## src/rtl/sysid_uptime.sv

```systemverilog
// System ID Avalon-MM slave with scratch register, 64-bit uptime counter,
// coherent high-word snapshot and sticky overflow flag. Read latency is fixed at 1.
module sysid_uptime #(
  parameter logic [31:0] ID_VALUE      = 32'd0,
  parameter logic [31:0] TIMESTAMP     = 32'd1361488137,
  parameter logic [31:0] VERSION       = 32'h0001_0000,
  parameter int unsigned TICK_DIV      = 50,
  parameter logic [31:0] SCRATCH_RESET = 32'd0
) (
  input  logic        clock,
  input  logic        reset_n,
  input  logic [2:0]  address,
  input  logic        read,
  input  logic        write,
  input  logic [31:0] writedata,
  input  logic [3:0]  byteenable,
  output logic [31:0] readdata,
  output logic        readdatavalid
);

  localparam int unsigned   PW       = (TICK_DIV > 1) ? $clog2(TICK_DIV) : 1;
  localparam logic [PW-1:0] PRE_LAST = PW'(TICK_DIV - 1);

  typedef enum logic [2:0] {
    REG_ID        = 3'd0,
    REG_TIMESTAMP = 3'd1,
    REG_VERSION   = 3'd2,
    REG_SCRATCH   = 3'd3,
    REG_UPTIME_LO = 3'd4,
    REG_SHADOW_HI = 3'd5,
    REG_STATUS    = 3'd6,
    REG_RESERVED  = 3'd7
  } reg_addr_t;

  reg_addr_t     reg_addr;
  logic [PW-1:0] prescaler;
  logic          tick;
  logic [63:0]   uptime;
  logic [31:0]   shadow_hi;
  logic [31:0]   scratch;
  logic [31:0]   scratch_next;
  logic          ovf;
  logic          ovf_set;
  logic          ovf_clr;
  logic          rd_en;
  logic          snap_en;
  logic [31:0]   rd_mux;

  always_comb begin
    reg_addr = reg_addr_t'(address);
    // Write wins a read/write collision, so the read is suppressed entirely.
    rd_en    = read & ~write;
    snap_en  = rd_en && (reg_addr == REG_UPTIME_LO);
    tick     = (prescaler == PRE_LAST);
    ovf_set  = tick && (uptime == '1);
    ovf_clr  = write && (reg_addr == REG_STATUS) && byteenable[0] && writedata[0];
  end

  always_comb begin
    scratch_next = scratch;
    if (write && (reg_addr == REG_SCRATCH)) begin
      for (int unsigned i = 0; i < 4; i++) begin
        if (byteenable[i]) scratch_next[8*i +: 8] = writedata[8*i +: 8];
      end
    end
  end

  always_comb begin
    rd_mux = '0;
    case (reg_addr)
      REG_ID:        rd_mux = ID_VALUE;
      REG_TIMESTAMP: rd_mux = TIMESTAMP;
      REG_VERSION:   rd_mux = VERSION;
      REG_SCRATCH:   rd_mux = scratch;
      REG_UPTIME_LO: rd_mux = uptime[31:0];
      REG_SHADOW_HI: rd_mux = shadow_hi;
      REG_STATUS:    rd_mux = {31'd0, ovf};
      default:       rd_mux = '0;
    endcase
  end

  always_ff @(posedge clock or negedge reset_n) begin
    if (!reset_n) begin
      prescaler <= '0;
      uptime    <= '0;
      ovf       <= 1'b0;
    end else begin
      prescaler <= tick ? '0 : prescaler + PW'(1);
      if (tick) uptime <= uptime + 64'd1;
      // A coincident wrap beats a W1C clear.
      ovf <= ovf_set | (ovf & ~ovf_clr);
    end
  end

  always_ff @(posedge clock or negedge reset_n) begin
    if (!reset_n) begin
      scratch       <= SCRATCH_RESET;
      shadow_hi     <= '0;
      readdata      <= '0;
      readdatavalid <= 1'b0;
    end else begin
      scratch       <= scratch_next;
      readdatavalid <= rd_en;
      if (rd_en) readdata <= rd_mux;
      // Snapshot uses the pre-increment value, matching the low word returned.
      if (snap_en) shadow_hi <= uptime[63:32];
    end
  end

endmodule

```

## config.mk

```make
export PLATFORM = sky130hd
export DESIGN_NAME = sysid_uptime
export DESIGN_NICKNAME = d
export VERILOG_FILES = /design/src/rtl/sysid_uptime.sv
export SDC_FILE = /design/constraint.sdc
export NUM_CORES = 1
export LEC_CHECK = 0
export ABC_AREA = 1
export CAP_MARGIN = 20
export CORE_MARGIN = 1
export CORE_UTILIZATION = 35
export DETAILED_ROUTE_END_ITERATION = 16
export GPL_TIMING_DRIVEN = 0
export SYNTH_ARGS = -nofsm -noshare
export SYNTH_HDL_FRONTEND = slang
export SYNTH_SLANG_ARGS = --single-unit
```

## constraint.sdc

```tcl
create_clock -name clock -period 4.02 [get_ports clock]
set_input_delay 0.804 -clock clock [delete_from_list [all_inputs] [get_ports clock]]
set_output_delay 0.804 -clock clock [all_outputs]
set_load 0.05 [all_outputs]
```

==> metrics.txt, run 1 <==
# TYPE chip_impl_metric gauge
chip_impl_info{name="status",value="finished, final reports clean"} 1
chip_impl_info{name="synth_top_cell_by_area",value="dfrtp_1"} 1
chip_impl_metric{name="post-route-drc-count",unit=""} 0
chip_impl_metric{name="area_growth",unit="%"} 20.8
chip_impl_metric{name="area_post_placement",unit="um^2"} 9480
chip_impl_metric{name="overflow",unit=""} 0
chip_impl_metric{name="timing.critical_path.required",unit="ns"} 4.33
chip_impl_metric{name="final_layout_size_suffix_gt1_frac",unit=""} 0.0527
chip_impl_metric{name="yosys.area.top_type_share",unit=""} 0.504
chip_impl_info{name="timing.setup.critical_path_class",value="in2reg"} 1
chip_impl_metric{name="first_pass_iters",unit=""} 5
chip_impl_info{name="min-delay-path-class",value="in2async"} 1
chip_impl_metric{name="top_level_ports",unit=""} 76
chip_impl_metric{name="place_ws",unit="ns"} 0.901
chip_impl_metric{name="worstSkewPairLatency",unit="ns"} 0.43
chip_impl_metric{name="holdBufCountCts",unit=""} 0
chip_impl_metric{name="ctsHtreeMaxLevel",unit=""} 4
chip_impl_metric{name="maxCapViolCount",unit=""} 0
chip_impl_info{name="synth.top_cells.by_area",value="dfrtp_1, nand2_1, nand3_1, nor2_1, xor2_1"} 1
chip_impl_metric{name="tmin_final",unit="ns"} 2.69
chip_impl_metric{name="synth.cell_area",unit="um^2"} 8340
chip_impl_metric{name="max-clock-path-buffers",unit=""} 2
chip_impl_metric{name="synthesis.area_per_instance",unit="um^2"} 7.64
chip_impl_info{name="final_common_cell",value="nand2_1"} 1
chip_impl_metric{name="internal_power",unit="uW"} 2810
chip_impl_metric{name="final-hold-violation-count",unit=""} 0
chip_impl_metric{name="grt_first_pass_wirelength",unit="mm"} 39.6
chip_impl_metric{name="cts_buffers",unit=""} 17
chip_impl_metric{name="power.clock.fraction",unit=""} 0.430
chip_impl_info{name="cts_tree",value="done"} 1
chip_impl_metric{name="cell_count_after_synthesis",unit=""} 1092
chip_impl_metric{name="layout_worst_path_cycle_share",unit=""} 0.669
chip_impl_metric{name="route.detailed.wl_per_inst",unit="um"} 16.7
chip_impl_metric{name="sw_ratio",unit=""} 0.272
chip_impl_metric{name="clock-sinks",unit=""} 168
chip_impl_metric{name="routabilityCongestion",unit=""} 0.914
chip_impl_metric{name="largest_net_degree_at_the_start_of_global_routing",unit=""} 121
chip_impl_metric{name="slew_headroom",unit=""} 0.560
chip_impl_metric{name="finalSetupTns",unit="ns"} 0
chip_impl_metric{name="cp_max_fo",unit=""} 10
chip_impl_metric{name="rows",unit=""} 56
chip_impl_metric{name="starting_drt_drc_count",unit=""} 447
chip_impl_metric{name="die_w",unit="um"} 156
chip_impl_metric{name="maxClockFrequency",unit="GHz"} 0.372
chip_impl_metric{name="post-layout-total-power",unit="uW"} 3860
chip_impl_metric{name="routed_wire_length",unit="mm"} 25.4
chip_impl_metric{name="antenna_found_initial",unit=""} 0
chip_impl_metric{name="final_max_slew_viols",unit=""} 0
chip_impl_metric{name="yosysWarnings",unit=""} 0
chip_impl_metric{name="fp.dieArea",unit="um^2"} 24400
chip_impl_metric{name="first_global_vias",unit=""} 7013
chip_impl_metric{name="finClkSkew",unit="ns"} 0.0108
chip_impl_metric{name="clkSlewWorstSetupHoldPaths",unit="ns"} 0.07
chip_impl_metric{name="synth_seq_area_share",unit=""} 0.504
chip_impl_metric{name="synthesis.nets",unit=""} 1138
chip_impl_metric{name="core-area",unit="um^2"} 23400
chip_impl_metric{name="timing.final.ws_setup",unit="ns"} 1.33
chip_impl_metric{name="power.ir.vdd_worst",unit="mV"} 0.268
chip_impl_info{name="critical_path.startpoint_type",value="input port"} 1
chip_impl_metric{name="power_switching",unit="uW"} 1050
chip_impl_info{name="clock_root_cell",value="clkbuf_16"} 1
chip_impl_metric{name="antenna_cells",unit=""} 0
chip_impl_metric{name="post-dp-hpwl",unit="mm"} 19.8
chip_impl_metric{name="postRouteAntennaNets",unit=""} 0
chip_impl_metric{name="cts_repair_resize_count",unit=""} 0
chip_impl_metric{name="share_of_power_burned_in_registers",unit=""} 0.477
chip_impl_metric{name="yosysUniqueCellTypes",unit=""} 27
chip_impl_metric{name="static-leakage-power",unit="uW"} 0.00475
chip_impl_metric{name="power_density",unit="nW/um^2"} 383
chip_impl_metric{name="grt_util_all_layers",unit=""} 0.218
chip_impl_metric{name="die_y",unit="um"} 156
chip_impl_info{name="critPathCaptureType",value="flip-flop"} 1
chip_impl_metric{name="combinational_cell_fraction_of_total_power",unit=""} 0.092
chip_impl_metric{name="initial_core_util",unit=""} 0.356
chip_impl_metric{name="critPathArrivalTime",unit="ns"} 3.00
chip_impl_metric{name="vias_per_cell",unit=""} 4.78
chip_impl_metric{name="cts_post_setup_buffers_inserted",unit=""} 0
chip_impl_metric{name="setup_violations",unit=""} 0
chip_impl_metric{name="num-nets-final",unit=""} 1229
chip_impl_metric{name="tightestPinTransition",unit="ns"} 0.661
chip_impl_metric{name="vias",unit=""} 7246
chip_impl_info{name="rsz0062_at_grt",value="false"} 1
chip_impl_info{name="layout_common_cells",value="nand2_1, dfrtp_1, nor2_1"} 1
chip_impl_metric{name="layout.filler_cells",unit=""} 2393
chip_impl_metric{name="finish.instance_area",unit="um^2"} 10100
chip_impl_metric{name="synth.ff_latch_count",unit=""} 168
chip_impl_metric{name="numPortBuffers",unit=""} 71
[cells by family (layout without fill, tap and decap cells)]
family / Yosys count / after routing / synth area share
and+or+nand+nor: 696 / 696 / 0.343
DFF: 168 / 168 / 0.504
buffers and inverters: 109 / 213 / 0.0506
AOI/OAI and AO/OA: 62 / 62 / 0.0378
xor gates and xnor gates: 43 / 43 / 0.0452
muxes: 11 / 11 / 0.0149
adders and majority gates: 3 / 3 / 0.00450
[final cells by class]
| class | instances | area [um^2] | area share |
|---|---|---|---|
| Sequential cell | 168 | 4200 | 0.417 |
| Clock inverter | 14 | 150 | 0.0149 |
| Tap cell | 319 | 399 | 0.0396 |
| Timing Repair Buffer | 72 | 743 | 0.0738 |
| Clock buffer | 18 | 439 | 0.0436 |
| Buffer | 32 | 133 | 0.0132 |
| Multi-Input combinational cell | 815 | 3710 | 0.369 |
| Inverter | 77 | 289 | 0.0287 |
[sequential cells by signal, summed over array words and instances, names as in the netlist]
| signal | count |
|---|---|
| ovf | 1 |
| prescaler | 6 |
| readdata | 32 |
| readdatavalid | 1 |
| scratch | 32 |
| shadow_hi | 32 |
| uptime | 64 |
[critical path, stage by stage]
cell,delay (ns)
clkdlybuf4s50_1,0.50
inv_1,0.09
nand2_1,0.27
clkinv_1,0.35
nand2_2,0.29
buf_2,0.32
mux2_2,0.37
[cell usage after synthesis]
master    number
and2_1         7
nand3_1       96
nor2_1       121
buf_2         10
clkbuf_1      22
nor3_1        13
nand4_1        8
nor3_2         2
a21oi_1       10
mux2_2        11
a211oi_1       1
or2_2          3
dfrtp_1      168
o21ai_0       50
inv_2          1
nand2_1      434
ha_1           3
nor2b_1        1
clkinv_1       1
inv_1         75
xor2_1        34
nor4_1         2
nand3b_1       7
nor4_4         1
o211ai_1       1
nand2_2        1
xnor2_1        9
[path summary, 6_finish.rpt]
check	start	to	slack, ns	depth (start not counted)
max	write	shadow_hi[9]	1.33	7
min	reset_n	scratch[2]	0.26	1
max reg2reg	prescaler[1]	uptime[43]	1.91	10
min reg2reg	uptime[61]	uptime[61]	0.47	2
max in group asynchronous	reset_n	uptime[28]	2.80	2
min in group clock	uptime[61]	uptime[61]	0.47	2
[power by group through the flow]
| stage | registers (uW) | logic, uW | clock network [uW] |
|---|---|---|---|
| after global placement | 1870 | 352 | 0 |
| after floorplan | 1930 | 119 | 0 |
| after detailed placement | 1870 | 361 | 0 |
| after global routing | 1850 | 396 | 1770 |
| after CTS | 1840 | 361 | 1690 |
| final | 1840 | 355 | 1660 |
[metrics by stage]
stage / utilization / instances / hold slack, ns
4_1_cts: 0.430 / 1515 / 0.265
2_1_floorplan: - / 1092 / 0.441
6_report: 0.430 / 1515 / 0.263
5_1_grt: 0.430 / 1515 / 0.273
3_3_place_gp: 0.404 / 1482 / 0.455
3_5_place_dp: 0.405 / 1483 / 0.463
[routing by layer]
metal / vias up / global-route usage / wire length, um
met1: 3422 / 0.293 / 11900
li1: 3627 / - / -
met4: 0 / 0.0845 / 669
met3: 37 / 0.0335 / 975
met5: - / 0 / 0
met2: 160 / 0.352 / 11800
No activity file was read; power rests on OpenSTA's default activity.
==> run 2, diff against run 1 <==
Clock period 4.02 ns to 2.19 ns, I/O delays scaled along.
==> metrics.txt, run 2 (synthesis gave the netlist of run 1 again) <==
# TYPE chip_impl_metric gauge
chip_impl_metric{name="antenna_cells",unit=""} 0
chip_impl_metric{name="final_cell_count_no_fill",unit=""} 1516
chip_impl_metric{name="tightestPinTransition",unit="ns"} 0.668
chip_impl_info{name="layout_common_cells",value="nand2_1, dfrtp_1, nor2_1"} 1
chip_impl_metric{name="initial_core_util",unit=""} 0.356
chip_impl_metric{name="finClkSkew",unit="ns"} 0.0128
chip_impl_metric{name="timing.critical_path.required",unit="ns"} 2.51
chip_impl_metric{name="post-place-cells",unit=""} 1483
chip_impl_info{name="status",value="finished, final reports clean"} 1
chip_impl_info{name="crit_chain",value="ha_1 > inv_1 > nor2_1 > nand2_1 > nor2_1 > nand2_1 > nor2_1 > nand2_1 > nand2_1 > nand2_1"} 1
chip_impl_metric{name="final_max_slew_viols",unit=""} 0
chip_impl_metric{name="clkSlewWorstSetupHoldPaths",unit="ns"} 0.07
chip_impl_metric{name="critPathArrivalTime",unit="ns"} 2.38
chip_impl_info{name="critical-path-top-cell-by-count",value="nand2_1"} 1
chip_impl_metric{name="maxClockFrequency",unit="GHz"} 0.486
chip_impl_metric{name="first_pass_iters",unit=""} 5
chip_impl_metric{name="max-clock-path-buffers",unit=""} 2
chip_impl_metric{name="first_global_vias",unit=""} 7025
chip_impl_metric{name="timing.reg2reg.worst_path_depth",unit=""} 10
chip_impl_info{name="final_common_cell",value="nand2_1"} 1
chip_impl_metric{name="vias",unit=""} 7279
chip_impl_metric{name="cp_slowest_stage_delay",unit="ns"} 0.45
chip_impl_metric{name="postRouteAntennaNets",unit=""} 0
chip_impl_metric{name="layout.filler_cells",unit=""} 2390
chip_impl_metric{name="layout_worst_path_cycle_share",unit=""} 0.940
chip_impl_metric{name="post-dp-hpwl",unit="mm"} 19.8
chip_impl_metric{name="post-route-drc-count",unit=""} 0
chip_impl_metric{name="worstSkewPairLatency",unit="ns"} 0.43
chip_impl_info{name="timing.setup.critical_path_class",value="reg2reg"} 1
chip_impl_metric{name="clock-sinks",unit=""} 168
chip_impl_metric{name="overflow",unit=""} 0
chip_impl_metric{name="power_density",unit="nW/um^2"} 701
chip_impl_metric{name="cp_max_fo",unit=""} 5
chip_impl_metric{name="cts_buffers",unit=""} 17
chip_impl_info{name="registers.top_by_ff_count",value="uptime"} 1
chip_impl_info{name="min-delay-path-class",value="in2reg"} 1
chip_impl_metric{name="route.detailed.wl_per_inst",unit="um"} 16.7
chip_impl_metric{name="vias_per_cell",unit=""} 4.80
chip_impl_metric{name="die_w",unit="um"} 156
chip_impl_info{name="cts_tree",value="done"} 1
chip_impl_info{name="rsz0062_at_grt",value="false"} 1
chip_impl_metric{name="routed_wire_length",unit="mm"} 25.3
chip_impl_metric{name="starting_drt_drc_count",unit=""} 420
chip_impl_metric{name="routabilityCongestion",unit=""} 0.914
chip_impl_metric{name="max_ffs_per_register",unit=""} 64
chip_impl_metric{name="grt_first_pass_wirelength",unit="mm"} 39.6
chip_impl_metric{name="slew_headroom",unit=""} 0.554
chip_impl_metric{name="static-leakage-power",unit="uW"} 0.00477
chip_impl_metric{name="num-nets-final",unit=""} 1230
chip_impl_info{name="critPathCaptureType",value="flip-flop"} 1
chip_impl_metric{name="numPortBuffers",unit=""} 71
chip_impl_info{name="timing.critical_path.slowest_stage_cell",value="dfrtp_1"} 1
chip_impl_info{name="crit-reg2reg-launch",value="uptime[1]"} 1
chip_impl_metric{name="grt_util_all_layers",unit=""} 0.218
chip_impl_metric{name="largest_net_degree_at_the_start_of_global_routing",unit=""} 121
chip_impl_metric{name="final_layout_size_suffix_gt1_frac",unit=""} 0.0593
chip_impl_metric{name="cts_post_setup_buffers_inserted",unit=""} 0
chip_impl_info{name="critical_path.startpoint_type",value="flip-flop"} 1
chip_impl_metric{name="fp.dieArea",unit="um^2"} 24400
chip_impl_metric{name="area_growth",unit="%"} 21.2
chip_impl_metric{name="area_post_placement",unit="um^2"} 9480
chip_impl_info{name="clock_root_cell",value="clkbuf_16"} 1
chip_impl_metric{name="antenna_found_initial",unit=""} 0
chip_impl_info{name="worstSetupStartpoint",value="uptime[1]"} 1
chip_impl_metric{name="post-layout-total-power",unit="uW"} 7080
chip_impl_metric{name="final-hold-violation-count",unit=""} 0
chip_impl_info{name="hp-start",value="byteenable[2]"} 1
chip_impl_metric{name="core-area",unit="um^2"} 23400
chip_impl_metric{name="die_y",unit="um"} 156
chip_impl_metric{name="hold-path-cell-count",unit=""} 3
chip_impl_metric{name="power.ir.vdd_worst",unit="mV"} 0.492
chip_impl_metric{name="finish.instance_area",unit="um^2"} 10100
chip_impl_metric{name="top_level_ports",unit=""} 76
chip_impl_metric{name="ctsHtreeMaxLevel",unit=""} 4
chip_impl_metric{name="rows",unit=""} 56
chip_impl_metric{name="maxCapViolCount",unit=""} 0
chip_impl_metric{name="tmin_final",unit="ns"} 2.06
chip_impl_metric{name="setup_violations",unit=""} 0
==> run 2: cell types whose count changed in the layout (fill, tap and decap cells not counted), sizes merged <==
cell         delta
clkbuf          +1
buf             -1
dlygate4sd3     +1
==> run 2: power breakdown <==
part / total, uW / leakage (uW) / internal, uW / switching, uW
sequential: 3380 / 0.00228 / 3270 / 107
combinational: 654 / 0.00220 / 231 / 423
clock: 3050 / 0.000289 / 1650 / 1400
==> run 2: layout make-up <==
cell class                      instances  area, um^2  share of cell area
Buffer                                 32         135              0.0134
Clock buffer                           18         439              0.0435
Clock inverter                         14         150              0.0149
Inverter                               77         290              0.0287
Multi-Input combinational cell        815        3730               0.369
Sequential cell                       168        4200               0.416
Tap cell                              319         399              0.0395
Timing Repair Buffer                   73         753              0.0745
==> run 2: worst paths after layout <==
check / end / slack (ns)
setup / recovery: uptime[56] / 0.13
hold / removal: scratch[20] / 0.40
setup reg to reg: uptime[56] / 0.13
hold reg to reg: uptime[61] / 0.47
max in group asynchronous: uptime[28] / 0.74
min in group asynchronous: scratch[2] / 0.50
==> run 2: per-stage QoR <==
stage | util | hold slack [ns] | worst slack [ns] | TNS, ns
CTS | 0.431 | 0.379 | 0.0320 | 0
global route | 0.432 | 0.417 | 0.00687 | 0
finish | 0.432 | 0.397 | 0.131 | 0
global placement | 0.404 | 0.455 | -6.35 | -1084.78
detailed placement | 0.405 | 0.369 | -0.563 | -22.65
floorplan | - | 0.142 | 0.568 | 0
==> run 2: worst max-delay path, delay by kind of cell, from the launching register on <==
| family | cells | cell delay [ns] |
|---|---|---|
| simple gates | 8 | 1.20 |
| flops | 1 | 0.45 |
| fa+ha+maj | 1 | 0.22 |
| buf+inv | 1 | 0.07 |
==> run 2: routing by layer <==
| layer | wire length (um) | track usage | vias to the layer above |
|---|---|---|---|
| met5 | 0 | 0 | - |
| met4 | 756 | 0.0845 | 0 |
| met3 | 1090 | 0.0335 | 40 |
| met2 | 11700 | 0.352 | 193 |
| met1 | 11700 | 0.293 | 3422 |
| li1 | - | - | 3624 |
==> run 2: timing repair <==
| item | CTS | global route |
|---|---|---|
| hold buffers | 1 | 0 |
| resized for setup | 1 | 8 |
| pin swaps | 0 | 0 |
| endpoints found under the setup margin | 8 | 18 |
| hold endpoints to repair | 48 | 0 |
